[src/rtl/fx_bus_pkg.sv]
// Shared definitions for the 68000 bus responder: state encoding, region select and defaults.
package fx_bus_pkg;

    // Responder states; the encoding is fixed so the state can be probed by number.
    typedef enum logic [2:0] {
        ST_IDLE = 3'd0,
        ST_WAIT = 3'd1,
        ST_ROM  = 3'd2,
        ST_ACK  = 3'd3,
        ST_BERR = 3'd4
    } bus_state_t;

    // Region chosen at cycle start after priority resolution.
    typedef enum logic [1:0] {
        SEL_NONE = 2'd0,
        SEL_IO   = 2'd1,
        SEL_BRAM = 2'd2,
        SEL_ROM  = 2'd3
    } bus_sel_t;

    localparam int unsigned BRAM_WAIT_DEF   = 1;
    localparam int unsigned IO_WAIT_DEF     = 0;
    localparam int unsigned ROM_TIMEOUT_DEF = 255;
    localparam int unsigned ADDR_W_DEF      = 23;

    // Counter wide enough for the largest ROM timeout (1023).
    localparam int unsigned CNT_W = 10;

    // Resolve overlapping selects: ROM beats BRAM beats I/O; a decoder fault is not flagged.
    function automatic bus_sel_t select_region(input logic rom_cs,
                                               input logic bram_cs,
                                               input logic io_cs);
        bus_sel_t sel;
        if (rom_cs) begin
            sel = SEL_ROM;
        end else if (bram_cs) begin
            sel = SEL_BRAM;
        end else if (io_cs) begin
            sel = SEL_IO;
        end else begin
            sel = SEL_NONE;
        end
        return sel;
    endfunction

endpackage

[src/rtl/bus_wait_counter.sv]
// Loadable down-counter with a zero flag, shared by wait states and the ROM timeout.
module bus_wait_counter #(
    parameter int unsigned W = 10
) (
    input  logic         clk_sys,
    input  logic         reset,
    input  logic         load,
    input  logic [W-1:0] load_val,
    input  logic         dec,
    output logic [W-1:0] count,
    output logic         zero_c
);

    // Load has priority over decrement; decrement saturates at zero.
    always_ff @(posedge clk_sys or posedge reset) begin
        if (reset) begin
            count <= '0;
        end else if (load) begin
            count <= load_val;
        end else if (dec && (count != '0)) begin
            count <= count - W'(1);
        end
    end

    assign zero_c = (count == '0);

endmodule

[src/rtl/m68k_bus_responder.sv]
// Terminates 68000 bus cycles with DTACK_n (or BERR_n on a stalled ROM fetch),
// forwarding ROM cycles to the SDRAM controller over a req/ack handshake.
module m68k_bus_responder
    import fx_bus_pkg::*;
#(
    parameter int unsigned BRAM_WAIT   = BRAM_WAIT_DEF,
    parameter int unsigned IO_WAIT     = IO_WAIT_DEF,
    parameter int unsigned ROM_TIMEOUT = ROM_TIMEOUT_DEF,
    parameter int unsigned ADDR_W      = ADDR_W_DEF
) (
    input  logic              clk_sys,
    input  logic              reset,
    input  logic [ADDR_W-1:0] m68k_a,
    input  logic              m68k_as_n,
    input  logic              m68k_rw,
    input  logic              rom_cs,
    input  logic              bram_cs,
    input  logic              io_cs,
    output logic              rom_req,
    output logic [ADDR_W-1:0] rom_addr,
    input  logic              rom_ack,
    output logic              m68k_dtack_n,
    output logic              m68k_berr_n,
    output logic              busy
);

    localparam logic [CNT_W-1:0] BRAM_LOAD = CNT_W'(BRAM_WAIT);
    localparam logic [CNT_W-1:0] IO_LOAD   = CNT_W'(IO_WAIT);
    localparam logic [CNT_W-1:0] ROM_LOAD  = CNT_W'(ROM_TIMEOUT);

    bus_state_t       state_q;
    bus_state_t       state_d;
    bus_sel_t         sel_c;
    logic             cnt_load;
    logic             cnt_dec;
    logic [CNT_W-1:0] cnt_load_val;
    logic [CNT_W-1:0] cnt_q;
    logic             cnt_zero_c;
    logic             addr_latch;
    logic             dtack_n_d;
    logic             berr_n_d;

    // Direction does not affect termination; reads and writes complete identically.
    logic unused_rw;
    assign unused_rw = m68k_rw;

    assign sel_c = select_region(rom_cs, bram_cs, io_cs);

    // One counter serves as the wait-state timer and the ROM timeout.
    bus_wait_counter #(
        .W (CNT_W)
    ) u_wait_counter (
        .clk_sys  (clk_sys),
        .reset    (reset),
        .load     (cnt_load),
        .load_val (cnt_load_val),
        .dec      (cnt_dec),
        .count    (cnt_q),
        .zero_c   (cnt_zero_c)
    );

    // State register.
    always_ff @(posedge clk_sys or posedge reset) begin
        if (reset) begin
            state_q <= ST_IDLE;
        end else begin
            state_q <= state_d;
        end
    end

    // Next-state, counter control and next values of the registered outputs.
    always_comb begin
        state_d      = state_q;
        cnt_load     = 1'b0;
        cnt_load_val = '0;
        cnt_dec      = 1'b0;
        addr_latch   = 1'b0;
        dtack_n_d    = 1'b1;
        berr_n_d     = 1'b1;

        case (state_q)
            ST_IDLE: begin
                if (!m68k_as_n) begin
                    addr_latch = 1'b1;
                    case (sel_c)
                        SEL_ROM: begin
                            cnt_load     = 1'b1;
                            cnt_load_val = ROM_LOAD;
                            state_d      = ST_ROM;
                        end
                        SEL_BRAM: begin
                            cnt_load     = 1'b1;
                            cnt_load_val = BRAM_LOAD;
                            state_d      = (BRAM_LOAD == '0) ? ST_ACK : ST_WAIT;
                        end
                        SEL_IO: begin
                            cnt_load     = 1'b1;
                            cnt_load_val = IO_LOAD;
                            state_d      = (IO_LOAD == '0) ? ST_ACK : ST_WAIT;
                        end
                        default: begin
                            // Unmapped: acknowledge anyway so the CPU never hangs.
                            state_d = ST_ACK;
                        end
                    endcase
                end
            end

            ST_WAIT: begin
                if (m68k_as_n) begin
                    state_d = ST_IDLE;
                end else if (cnt_q <= CNT_W'(1)) begin
                    state_d = ST_ACK;
                end else begin
                    cnt_dec = 1'b1;
                end
            end

            ST_ROM: begin
                // Abort first, then ack; ack beats a timeout expiring on the same edge.
                if (m68k_as_n) begin
                    state_d = ST_IDLE;
                end else if (rom_ack) begin
                    state_d = ST_ACK;
                end else if (cnt_zero_c) begin
                    state_d = ST_BERR;
                end else begin
                    cnt_dec = 1'b1;
                end
            end

            ST_ACK: begin
                if (m68k_as_n) begin
                    state_d = ST_IDLE;
                end else begin
                    dtack_n_d = 1'b0;
                end
            end

            ST_BERR: begin
                if (m68k_as_n) begin
                    state_d = ST_IDLE;
                end else begin
                    berr_n_d = 1'b0;
                end
            end

            default: begin
                state_d = ST_IDLE;
            end
        endcase
    end

    // Registered outputs; rom_req and busy track the state being entered.
    always_ff @(posedge clk_sys or posedge reset) begin
        if (reset) begin
            m68k_dtack_n <= 1'b1;
            m68k_berr_n  <= 1'b1;
            rom_req      <= 1'b0;
            busy         <= 1'b0;
            rom_addr     <= '0;
        end else begin
            m68k_dtack_n <= dtack_n_d;
            m68k_berr_n  <= berr_n_d;
            rom_req      <= (state_d == ST_ROM);
            busy         <= (state_d != ST_IDLE);
            if (addr_latch) begin
                rom_addr <= m68k_a;
            end
        end
    end

endmodule
[config.mk]
export PLATFORM = sky130hd
export DESIGN_NAME = m68k_bus_responder
export DESIGN_NICKNAME = d
export VERILOG_FILES = /design/src/rtl/fx_bus_pkg.sv /design/src/rtl/bus_wait_counter.sv /design/src/rtl/m68k_bus_responder.sv
export SDC_FILE = /design/constraint.sdc
export NUM_CORES = 1
export LEC_CHECK = 0
export ABC_AREA = 1
export BUFFER_PORTS_ARGS = -buffer_cell sky130_fd_sc_hd__buf_2
export CELL_PAD_IN_SITES_DETAIL_PLACEMENT = 1
export CELL_PAD_IN_SITES_GLOBAL_PLACEMENT = 2
export CORE_MARGIN = 1.5
export CORE_UTILIZATION = 28
export DETAILED_ROUTE_END_ITERATION = 10
export PLACE_DENSITY_LB_ADDON = 0.1
export SLEW_MARGIN = 40
export SYNTH_ARGS = -nofsm -noshare
export SYNTH_HDL_FRONTEND = slang
export SYNTH_SLANG_ARGS = --single-unit
[constraint.sdc]
create_clock -name clk_sys -period 1.85 [get_ports clk_sys]
set_clock_uncertainty 0.05 [all_clocks]
set_input_delay 0.185 -clock clk_sys [delete_from_list [all_inputs] [get_ports clk_sys]]
set_output_delay 0.185 -clock clk_sys [all_outputs]
set_load 0.01 [all_outputs]
Word level (Yosys, flattened, before mapping)
Index checks and enable logic that the tools add are counted.
- $lt $le $gt $ge: 1
- add/sub/neg operators: 1
- multiplexer cells: 31
- reductions and logical operators: 8
- equal/unequal tests: 8
- operator list (kind ; number):
    3-bit 2-to-1 mux ; 7
    10-bit 2-to-1 mux ; 2
    8-bit 2-to-1 mux ; 2
    8-bit one-hot mux with 2 select lines ; 1
    1-bit 2-to-1 mux ; 14
    3-bit one-hot mux with 4 select lines ; 1
    10-bit by 1-bit less-or-equal comparator with 1-bit output (second input constant) ; 1
    10-bit logical NOT ; 1
    10-bit nonzero test ; 1
    10-bit by 1-bit subtractor with 10-bit output (second input constant) ; 1
    3-bit by 2-bit equality test with 1-bit output (second input constant) ; 3
    2-bit equality test (second input constant) ; 2
    2-bit 2-to-1 mux ; 2
    2-bit one-hot mux with 2 select lines ; 1
    3-bit by 1-bit equality test with 1-bit output (second input constant) ; 1
    3-bit equality test (second input constant) ; 1
    3-bit logical NOT ; 1
    3-bit nonzero test ; 1
    3-bit OR reduction ; 1
    2-bit by 1-bit equality test with 1-bit output (second input constant) ; 1
    1-bit one-hot mux with 2 select lines ; 1
    2-bit nonzero test ; 1
    2-bit OR reduction ; 1
    1-bit logical AND ; 1
- flip-flop bits (word level): 40

Depth between registers and ports, before layout
Gate-level depths: netlist (run 1).
- depth in word-level cells: 9
- depth in mapped cells: 10
- depth with buffers taken out: 10

Cells and area by module
From an unflattened synthesis (run 1), not the netlist that was laid out.
- cell total of the unflattened synthesis: 272
- area total of the unflattened synthesis: 2049.5 um^2
- by module, submodules not included (module ; area each (um^2) ; cells an instance ; seq. area each (um^2) ; instances):
    m68k_bus_responder ; 1295.0 ; 153 ; 753.2 ; 1
    bus_wait_counter ; 754.5 ; 119 ; 250.2 ; 1

Worst setup path before layout (run 1)
No wires, ideal clock.
- path type: register to register
- start point: register u_wait_counter.count[0]
- end point: register u_wait_counter.count[4]
- setup time: 117 ps
- stages on the path, launching flop included: 10
- arrival time: 1305 ps
- setup slack: 379 ps
- buffers on the path: 1
- cells stage by stage: dfrtp_1 -> inv_1 -> ha_1 -> nand2_1 -> nor2_2 -> a21oi_2 -> nand2_2 -> buf_6 -> nand3_1 -> nand2_1
- cells in the longest elaborated chain, start to end: 7
- ends and longest elaborated chain (element ; RTL line ; source):
    start, declared ; bus_wait_counter.sv:10 ; output logic [W-1:0] count,
    start signal, assigned ; bus_wait_counter.sv:19 ; count <= load_val;
    start signal, assigned ; bus_wait_counter.sv:21 ; count <= count - W'(1);
    branches (longest 7 deep; another with 10-bit by 1-bit less-or-equal comparator with 1-bit output) ; n/a ;
Several ways; the timed one is not identified. The select of a mux whose other input is x is not followed.
A chain may end at the register's enable or synchronous reset.

Worst setup path after layout (run 1)
- start point: register u_wait_counter.count[0]
- end point: register u_wait_counter.count[7]
Same word-level chain as after synthesis.

==> impl_metrics.json, run 1 <==
{
  "syn_inst": 250,
  "synthArstFlopShare_pct": 100.0,
  "nNetsFinal": 350,
  "max_freq_ghz": 0.5875,
  "wirelength_mm": 5.046,
  "grt_pass1_wl_mm": 8.562,
  "status": "complete, no violations",
  "period_minus_slack_ps": 1702,
  "via_per_inst": 4.472,
  "cts_root_buf": "clkbuf_8",
  "core_um2": 6756,
  "critPathArrivalTime_ps": 1840,
  "setup_slack_ps": 147.7,
  "yosys.area.top_type": "dfrtp_1",
  "rows": 30,
  "clkLatencyLatePin_ps": 290,
  "crit_buf_inv": 2,
  "ios": 58,
  "synth_fp_nets": 283,
  "h-tree-depth": 2,
  "cp_slowest_cell": "dfrtp_1",
  "hold_viol_final": 0,
  "critical_path_class": "register to register",
  "place_ws_ps": 150.4,
  "worst_path_most_repeated_cell": "nand2_1",
  "die_w_um": 86.55,
  "peakVddDrop_mv": 0.3962,
  "io_buffer_count": 56,
  "hold_ws_ps": 40.20,
  "worstPathCellList": "inv_1, ha_1, nand2_1, nor2_4, a21oi_2, nand2_2, buf_4, nand3_1, nand2_1",
  "finalSetupViolations": 0,
  "grt_use_total_pct": 14.48,
  "seq_area_frac_synth_pct": 51.34,
  "diodes": 0,
  "synth.top_cells.by_area": "dfrtp_1, nand2_1, nand3_1, inv_1, dfstp_2",
  "ant_nets": 0,
  "setup.worst_path.start_class": "register",
  "wire_per_inst_um": 12.68,
  "worst_pin_slew_ps": 515.8,
  "dp_cells": 389,
  "avgSynthCellArea_um2": 7.817,
  "slowest_delay_ps": 410,
  "antenna_found_initial": 0,
  "p_leak_nw": 1.402,
  "cp-end-kind": "register",
  "fin_crit_sh_pct": 92.01,
  "grt_max_degree": 41,
  "power_per_cell_area_nw_per_um2": 1659,
  "cts.sinks": 40,
  "cpLargestDelayFamily": "simple AND/OR/NAND/NOR gates",
  "tritoncts": "built",
  "syn_area_um2": 1954,
  "netlist.area_leader.share_pct": 48.66,
  "dp_hpwl_mm": 3.673,
  "clk_pin_slew_ps": 80,
  "ys_ff_latch": 40,
  "synth_cell_types": 26,
  "num_vias": 1780,
  "drc_errors": 0,
  "ys_warn_count": 0,
  "worstPathMaxFanout": 6,
  "grt-ovfl-total": 0,
  "setup_tns_ps": 0,
  "drtIter0Drc": 33,
  "fin_area_um2": 2484,
  "layout-drive-gt1-share_pct": 28.30,
  "ys.flop_type": "dfrtp_1",
  "synth_edf_count": 0,
  "drv_slew": 0,
  "postPlaceCellArea_um2": 2366,
  "first_pass_iters": 4,
  "numCtsBuffers": 5,
  "instances_no_fill": 398,
  "rsz0062_at_grt": "false",
  "place_congestion": 0.7603,
  "grt_pass1_vias": 1834,
  "nFillCells": 873,
  "die_h_um": 86.55,
  "cap_violations": 0,
  "initial_core_util_pct": 28.93,
  "clockBufferDepth": 2,
  "slew-limit-headroom_pct": 65.61,
  "holdCritPathClass": "primary input to register",
  "die_area_um2": 7490,
  "critPathRequiredTime_ps": 1980,
  "area_delta_synth_final_pct": 27.08
}
## worst min-delay path, stage by stage
cell,delay [ps]
buf_2,70
nand2_1,40
nand2_1,50
## cell type report
class	count	area, µm²	area share (%)
timing repair buffer	66	361.6	14.56
clock buffer	7	86.33	3.476
clock inverter	1	7.507	0.3023
inverter	19	71.32	2.872
sequential	40	1003	40.40
tap	80	100.1	4.030
multi-input combinational	185	853.3	34.36
## cell usage after synthesis, types with 2 or more instances
cell type / number
nand2_2: 3
nor2_1: 10
o21ai_0: 8
nor2_2: 5
buf_2: 5
nand3_1: 19
inv_1: 15
inv_2: 4
o21bai_1: 2
dfstp_2: 2
ha_1: 2
nand4_1: 3
dfrtp_1: 38
nand2_1: 122
## metrics by stage
step / util (%) / power, mW
global route: 36.76 / 4.572
floorplan: - / 2.822
detailed placement: 35.02 / 3.543
global placement: 35.02 / 3.487
finish: 36.76 / 4.120
CTS: 36.56 / 4.183
## sequential cells by signal, indices dropped and copies added, names as in the netlist
name	count
rom_req	1
busy	1
u_wait_counter.count	10
m68k_berr_n	1
m68k_dtack_n	1
state_q	3
rom_addr	23
## cell families after synthesis
logic type	share of synthesized area, %
and+or+nand+nor	35.60
DFF	51.34
adders and majority gates	1.280
AOI/OAI and AO/OA	5.378
xor gates and xnor gates	0.8965
buffers and inverters	5.505
## path summary, 6_finish.rpt
check	start	to	slack, ps	depth (start not counted)
worst max-delay path	u_wait_counter.count[0]$_DFFE_PP0P_	u_wait_counter.count[7]$_DFFE_PP0P_	150	9
worst min-delay path	m68k_a[11]	rom_addr[11]$_DFFE_PP0P_	40	3
worst max register to register	u_wait_counter.count[0]$_DFFE_PP0P_	u_wait_counter.count[7]$_DFFE_PP0P_	150	9
worst min register to register	rom_addr[0]$_DFFE_PP0P_	rom_addr[0]$_DFFE_PP0P_	420	2
max in group asynchronous	reset	m68k_berr_n$_DFF_PP1_	860	4
min in group asynchronous	reset	rom_addr[8]$_DFFE_PP0P_	520	4
## layout by cell type, fill, tap and decap left out, drive strengths merged
cell,count
nor3,1
buf,65
o21ai,10
ha,2
xor2,1
dfrtp,38
or2,1
nand4,3
nand2,125
o211ai,1
a21oi,2
clkbuf,7
a21boi,1
clkinvlp,1
dfstp,2
inv,19
o21bai,2
xnor2,1
nor2,16
dlygate4sd3,1
nand3,19
## repair_timing
action | CTS | global route
gates resized for setup | 0 | 3
hold buffers | 1 | 0
endpoints found under the setup margin | 0 | 8
hold endpoints to repair | 38 | 0
buffers inserted | 0 | 0
## report_power, final
| part | total, mW | internal (mW) | switching [mW] |
|---|---|---|---|
| Sequential | 1.51 | 1.26 | 0.259 |
| Combinational | 2.00 | 0.765 | 1.23 |
| Clock | 0.609 | 0.303 | 0.306 |
## layer usage
layer  GRT usage (%)  wire, µm
met2           24.72      2483
met3           2.952       210
met1           18.64      2313
met5               0         0
met4           3.959        39
Note: power is estimated with default switching activity, not from simulation.
==> inputs of run 2 (changes only) <==
==> constraint.sdc (replaced) <==
create_clock -name clk_sys -period 1.85 [get_ports clk_sys]
set_clock_uncertainty 0.05 [all_clocks]
set_input_delay 0.2775 -clock clk_sys [delete_from_list [all_inputs] [get_ports clk_sys]]
set_output_delay 0.2775 -clock clk_sys [all_outputs]
set_load 0.01 [all_outputs]
==> run 2 against run 1 <==
  * Final area increased by 0.40%
  * Wire length is 1.8% lower
  * Sequential power barely moved
  * Total power increased by 2.9%
  * Register-to-register slack gained 50 ps
==> impl_metrics.json, run 2 (synthesis gave the netlist of run 1 again) <==
{
  "rsz0062_at_grt": "false",
  "core_um2": 6756,
  "place_congestion": 0.7390,
  "die_h_um": 86.55,
  "ant_nets": 0,
  "holdBufCountCts": 0,
  "period_minus_slack_ps": 1657,
  "worstPathCellList": "inv_1, ha_1, nand2_1, nor2_4, a21oi_2, nand2_2, nand2_2, nand2_1, nand2_1",
  "hold_ws_ps": 45.16,
  "cts.sinks": 40,
  "wire_per_inst_um": 12.45,
  "clk_pin_slew_ps": 90,
  "initial_core_util_pct": 28.93,
  "grt_use_total_pct": 14.66,
  "first_pass_iters": 4,
  "top_regs": "rom_addr: 23 flops, u_wait_counter.count: 10 flops, state_q: 3 flops",
  "final_cell_mix": "nand2_1, buf_2, dfrtp_1, nand3_1, inv_1",
  "critPathArrivalTime_ps": 1800,
  "final_common_cell": "nand2_1",
  "peakVddDrop_mv": 0.5011,
  "layout-drive-gt1-share_pct": 28.93,
  "cp-end-kind": "register",
  "drv_slew": 0,
  "drtIter0Drc": 52,
  "cpLargestDelayFamily": "simple AND/OR/NAND/NOR gates",
  "regArea_um2": 1003,
  "grt-ovfl-total": 0,
  "ff2ff_setup_slack_ps": 190,
  "fin_crit_sh_pct": 89.57,
  "h-tree-depth": 2,
  "multi_input_area_um2": 848.3,
  "numCtsBuffers": 5,
  "cp_slowest_cell": "dfrtp_1",
  "tritoncts": "built",
  "holdCritPathClass": "primary input to async pin",
  "die_w_um": 86.55,
  "worstPathMaxFanout": 9,
  "die_area_um2": 7490,
  "clkLatencyLatePin_ps": 300,
  "p_leak_nw": 1.410,
  "grt_pass1_wl_mm": 8.500,
  "critPathRequiredTime_ps": 1990,
  "grt_max_degree": 41,
  "cts_root_buf": "clkbuf_8",
  "reg2regPathDepth": 9,
  "reg2reg_from": "u_wait_counter.count[0]$_DFFE_PP0P_",
  "setup.worst_path.start_class": "register",
  "dp_hpwl_mm": 3.612,
  "crit_buf_inv": 1,
  "critical_path_class": "register to register",
  "wirelength_mm": 4.957,
  "nFillCells": 854,
  "slew-limit-headroom_pct": 65.71,
  "num_vias": 1758,
  "r2r-end": "u_wait_counter.count[4]$_DFFE_PP0P_",
  "diodes": 0,
  "area_delta_synth_final_pct": 27.59,
  "worst_path_most_repeated_cell": "nand2_1",
  "rows": 30,
  "cap_violations": 0,
  "max_freq_ghz": 0.6035,
  "antenna_found_initial": 0,
  "status": "complete, no violations",
  "clockBufferDepth": 2,
  "regMostFlops": "rom_addr",
  "via_per_inst": 4.417,
  "slowest_delay_ps": 420,
  "instances_no_fill": 398,
  "io_buffer_count": 56,
  "largest_register_ffs": 23,
  "hold_viol_final": 0,
  "setup_tns_ps": 0,
  "ios": 58,
  "nNetsFinal": 350,
  "worst_pin_slew_ps": 514.4,
  "grt_pass1_vias": 1733,
  "finalSetupViolations": 0,
  "dp_cells": 390,
  "drc_errors": 0,
  "power_per_cell_area_nw_per_um2": 1701,
  "cts_setup_buffers": 0
}
run 2: cell types whose count changed in the layout (fill, tap and decap cells not counted), sizes merged:
cell and delta:
inv +1, buf +1, dlygate4sd3 -1, bufinv +1, clkbuf -2
run 2: worst max-delay path by stage:
stage / startpoint / end / slack, ps / cells after the start
final: u_wait_counter.count[0]$_DFFE_PP0P_ / u_wait_counter.count[4]$_DFFE_PP0P_ / 190 / 9
after global routing: u_wait_counter.count[0]$_DFFE_PP0P_ / u_wait_counter.count[2]$_DFFE_PP0P_ / 20 / 9
after CTS: u_wait_counter.count[0]$_DFFE_PP0P_ / u_wait_counter.count[4]$_DFFE_PP0P_ / 150 / 9
after detailed placement: u_wait_counter.count[0]$_DFFE_PP0P_ / u_wait_counter.count[4]$_DFFE_PP0P_ / 170 / 9
after global placement: u_wait_counter.count[0]$_DFFE_PP0P_ / u_wait_counter.count[9]$_DFFE_PP0P_ / 180 / 9
after floorplan: u_wait_counter.count[0]$_DFFE_PP0P_ / u_wait_counter.count[4]$_DFFE_PP0P_ / 380 / 9
run 2: worst reg2reg max path, delay by kind of cell (launching register included):
family / cells / cell delay, ps
compound gates: 1 / 80
flops: 1 / 420
simple gates: 6 / 690
fa+ha+maj: 1 / 210
buf+inv: 1 / 100
run 2: cell type report:
cell class                 count  share of cell area, %
inverter                      19                  2.860
timing repair buffer          66                  14.25
clock inverter                 3                  1.856
tap                           80                  4.014
multi-input combinational    185                  34.02
sequential                    40                  40.24
clock buffer                   5                  2.760
run 2: power by group:
group	switching [mW]	total (mW)	leakage, nW	internal, mW
Combinational	1.22	1.98	0.858	0.761
Sequential	0.261	1.52	0.497	1.25
Clock	0.340	0.747	0.0548	0.407
Total	1.82	4.24	1.41	2.42
run 2: metrics by stage:
step           instance area [µm²]  worst slack [ps]  total power, mW  util (%)
4_1_cts                       2489             150.0            4.326     36.83
5_1_grt                       2494             15.34            4.692     36.91
6_report                      2494             192.9            4.241     36.91
2_1_floorplan                 1954             378.6            2.822         -
3_3_place_gp                  2374             181.3            3.504     35.13
3_5_place_dp                  2374             173.6            3.542     35.13
run 2: routing by layer:
layer / track usage, % / share of wire, %
met4: 3.959 / 0.91
met1: 20.16 / 48
met3: 3.333 / 3.9
met5: 0 / 0
met2: 23.30 / 47
run 2: what timing repair did:
item,CTS,global route
endpoints found under the hold margin,0,0
endpoints found under the setup margin,0,7
gates resized for setup,0,1
==> inputs of run 3 (changes only) <==
==> constraint.sdc (replaced) <==
create_clock -name clk_sys -period 1.85 [get_ports clk_sys]
set_clock_uncertainty 0.05 [all_clocks]
set_input_delay 0 -clock clk_sys [delete_from_list [all_inputs] [get_ports clk_sys]]
set_output_delay 0 -clock clk_sys [all_outputs]
set_load 0.01 [all_outputs]
==> run 3 against run 2 <==
  * Flip-flop and latch count stayed put
  * Count of clock-buffer cells in the layout stayed put
  * Via count is 7.7% higher
  * Sequential share of layout area is 4.1 points lower
  * Die area stayed put
  * Fmax is 0.15% higher
  * Sequential power hardly changed
==> impl_metrics.json, run 3 (synthesis gave the netlist of run 1 again) <==
{
  "worst_pin_slew_ps": 529.9,
  "worstPathMaxFanout": 6,
  "die_h_um": 86.55,
  "cts.sinks": 40,
  "first_pass_iters": 4,
  "power_per_cell_area_nw_per_um2": 1559,
  "critPathRequiredTime_ps": 1990,
  "worst_path_most_repeated_cell": "nand2_1",
  "hold_ws_ps": 18.75,
  "final_cell_mix": "nand2_1, buf_2, dfrtp_1, dlygate4sd3_1, nand3_1",
  "ant_nets": 0,
  "largest_register_ffs": 23,
  "numCtsBuffers": 5,
  "cpLargestDelayFamily": "flip-flops",
  "worstHoldStart": "io_cs",
  "peakVddDrop_mv": 0.4169,
  "holdPathEnd": "u_wait_counter.count[2]$_DFFE_PP0P_",
  "core_um2": 6756,
  "die_w_um": 86.55,
  "wire_per_inst_um": 12.70,
  "io_buffer_count": 56,
  "reg2reg_from": "u_wait_counter.count[0]$_DFFE_PP0P_",
  "nNetsFinal": 377,
  "place_congestion": 0.7752,
  "initial_core_util_pct": 28.93,
  "tritoncts": "built",
  "top_regs": "rom_addr: 23 flops, u_wait_counter.count: 10 flops, state_q: 3 flops",
  "die_area_um2": 7490,
  "period_minus_slack_ps": 1655,
  "cts_root_buf": "clkbuf_8",
  "cp-end-kind": "register",
  "multi_input_area_um2": 848.3,
  "ff2ff_setup_slack_ps": 200,
  "wirelength_mm": 5.397,
  "dp_hpwl_mm": 3.666,
  "hold_viol_final": 0,
  "setup_tns_ps": 0,
  "p_leak_nw": 1.529,
  "clk_pin_slew_ps": 80,
  "postPlaceCellArea_um2": 2351,
  "num_vias": 1893,
  "ios": 58,
  "max_freq_ghz": 0.6043,
  "setup.worst_path.start_class": "register",
  "area_delta_synth_final_pct": 41.93,
  "clockBufferDepth": 2,
  "slew-limit-headroom_pct": 64.67,
  "critPathArrivalTime_ps": 1800,
  "slowest_delay_ps": 400,
  "critical_path_class": "register to register",
  "regArea_um2": 1003,
  "drtIter0Drc": 69,
  "holdCritPathClass": "primary input to register",
  "layout-drive-gt1-share_pct": 26.96,
  "grt_use_total_pct": 15.52,
  "diodes": 0,
  "drc_errors": 0,
  "status": "complete, no violations",
  "grt_pass1_vias": 1887,
  "clkLatencyLatePin_ps": 300,
  "rows": 30,
  "fin_area_um2": 2774,
  "final_common_cell": "nand2_1",
  "reg2regPathDepth": 9,
  "r2r-end": "u_wait_counter.count[7]$_DFFE_PP0P_",
  "cp_slowest_cell": "dfrtp_1",
  "grt_pass1_wl_mm": 9.080,
  "h-tree-depth": 2,
  "regMostFlops": "rom_addr",
  "antenna_found_initial": 0,
  "crit_buf_inv": 2,
  "cap_violations": 0,
  "worstPathCellList": "inv_1, ha_1, o21ai_1, o21bai_1, nand2_1, nand2_2, buf_4, nand3_1, nand2_1",
  "finalSetupViolations": 0,
  "grt-ovfl-total": 0,
  "drv_slew": 0,
  "via_per_inst": 4.454,
  "fin_crit_sh_pct": 89.44,
  "rsz0062_at_grt": "false",
  "grt_max_degree": 41,
  "hold_depth": 4,
  "nFillCells": 845
}
run 3: cell count changes in the layout (fill, tap and decap cells not counted), sizes merged:
cell and delta:
buf +1, dlygate4sd3 +26
run 3: tightest hold or removal path, stage by stage:
cell     delay, ps
buf_2          100
o21ai_4         80
nand3_1         90
nand2_1         50
run 3: report_power, final:
group	internal, mW	total [mW]	leakage (nW)	switching [mW]
combinational	0.824	2.06	0.977	1.23
sequential	1.25	1.52	0.497	0.264
clock	0.407	0.751	0.0548	0.344
run 3: per-stage QoR:
step | setup slack, ps | power [mW] | utilization [%] | instances
global placement | 162.2 | 3.470 | 34.80 | 387
CTS | 131.0 | 4.333 | 40.35 | 421
finish | 195.3 | 4.325 | 41.06 | 425
floorplan | 378.6 | 2.822 | - | 250
global route | 41.38 | 4.777 | 41.06 | 425
detailed placement | 157.7 | 3.512 | 34.80 | 387
run 3: what timing repair did:
item | 4_1_cts | 5_1_grt
gates resized for setup | 0 | 1
endpoints found under the setup margin | 0 | 2
hold buffers | 26 | 0
hold endpoints to repair | 63 | 0
setup buffers | 0 | 4
run 3: how the worst max path moves through the flow:
stage,startpoint,endpoint,slack [ps],cells past startpoint
2_1_floorplan,u_wait_counter.count[0]$_DFFE_PP0P_,u_wait_counter.count[4]$_DFFE_PP0P_,380,9
3_3_place_gp,u_wait_counter.count[0]$_DFFE_PP0P_,u_wait_counter.count[7]$_DFFE_PP0P_,160,9
5_1_grt,u_wait_counter.count[0]$_DFFE_PP0P_,u_wait_counter.count[2]$_DFFE_PP0P_,40,9
6_report,u_wait_counter.count[0]$_DFFE_PP0P_,u_wait_counter.count[7]$_DFFE_PP0P_,200,9
3_5_place_dp,u_wait_counter.count[0]$_DFFE_PP0P_,u_wait_counter.count[4]$_DFFE_PP0P_,160,9
4_1_cts,u_wait_counter.count[0]$_DFFE_PP0P_,u_wait_counter.count[2]$_DFFE_PP0P_,130,9
run 3: per-layer routing:
layer  routed length (µm)  track usage, %  vias up
met5                    0               0        -
met4                   67           4.399        0
met3                  187           2.381        6
met2                 2518           25.50       35
met1                 2624           21.27      891
li1                     -               -      961
run 3: layout make-up:
class                           instances  share of cell area, %
Inverter                               19                  2.571
Multi-Input combinational cell        185                  30.58
Tap cell                               80                  3.608
Clock inverter                          3                  1.669
Clock buffer                            5                  2.481
Sequential cell                        40                  36.17
Timing Repair Buffer                   93                  22.91
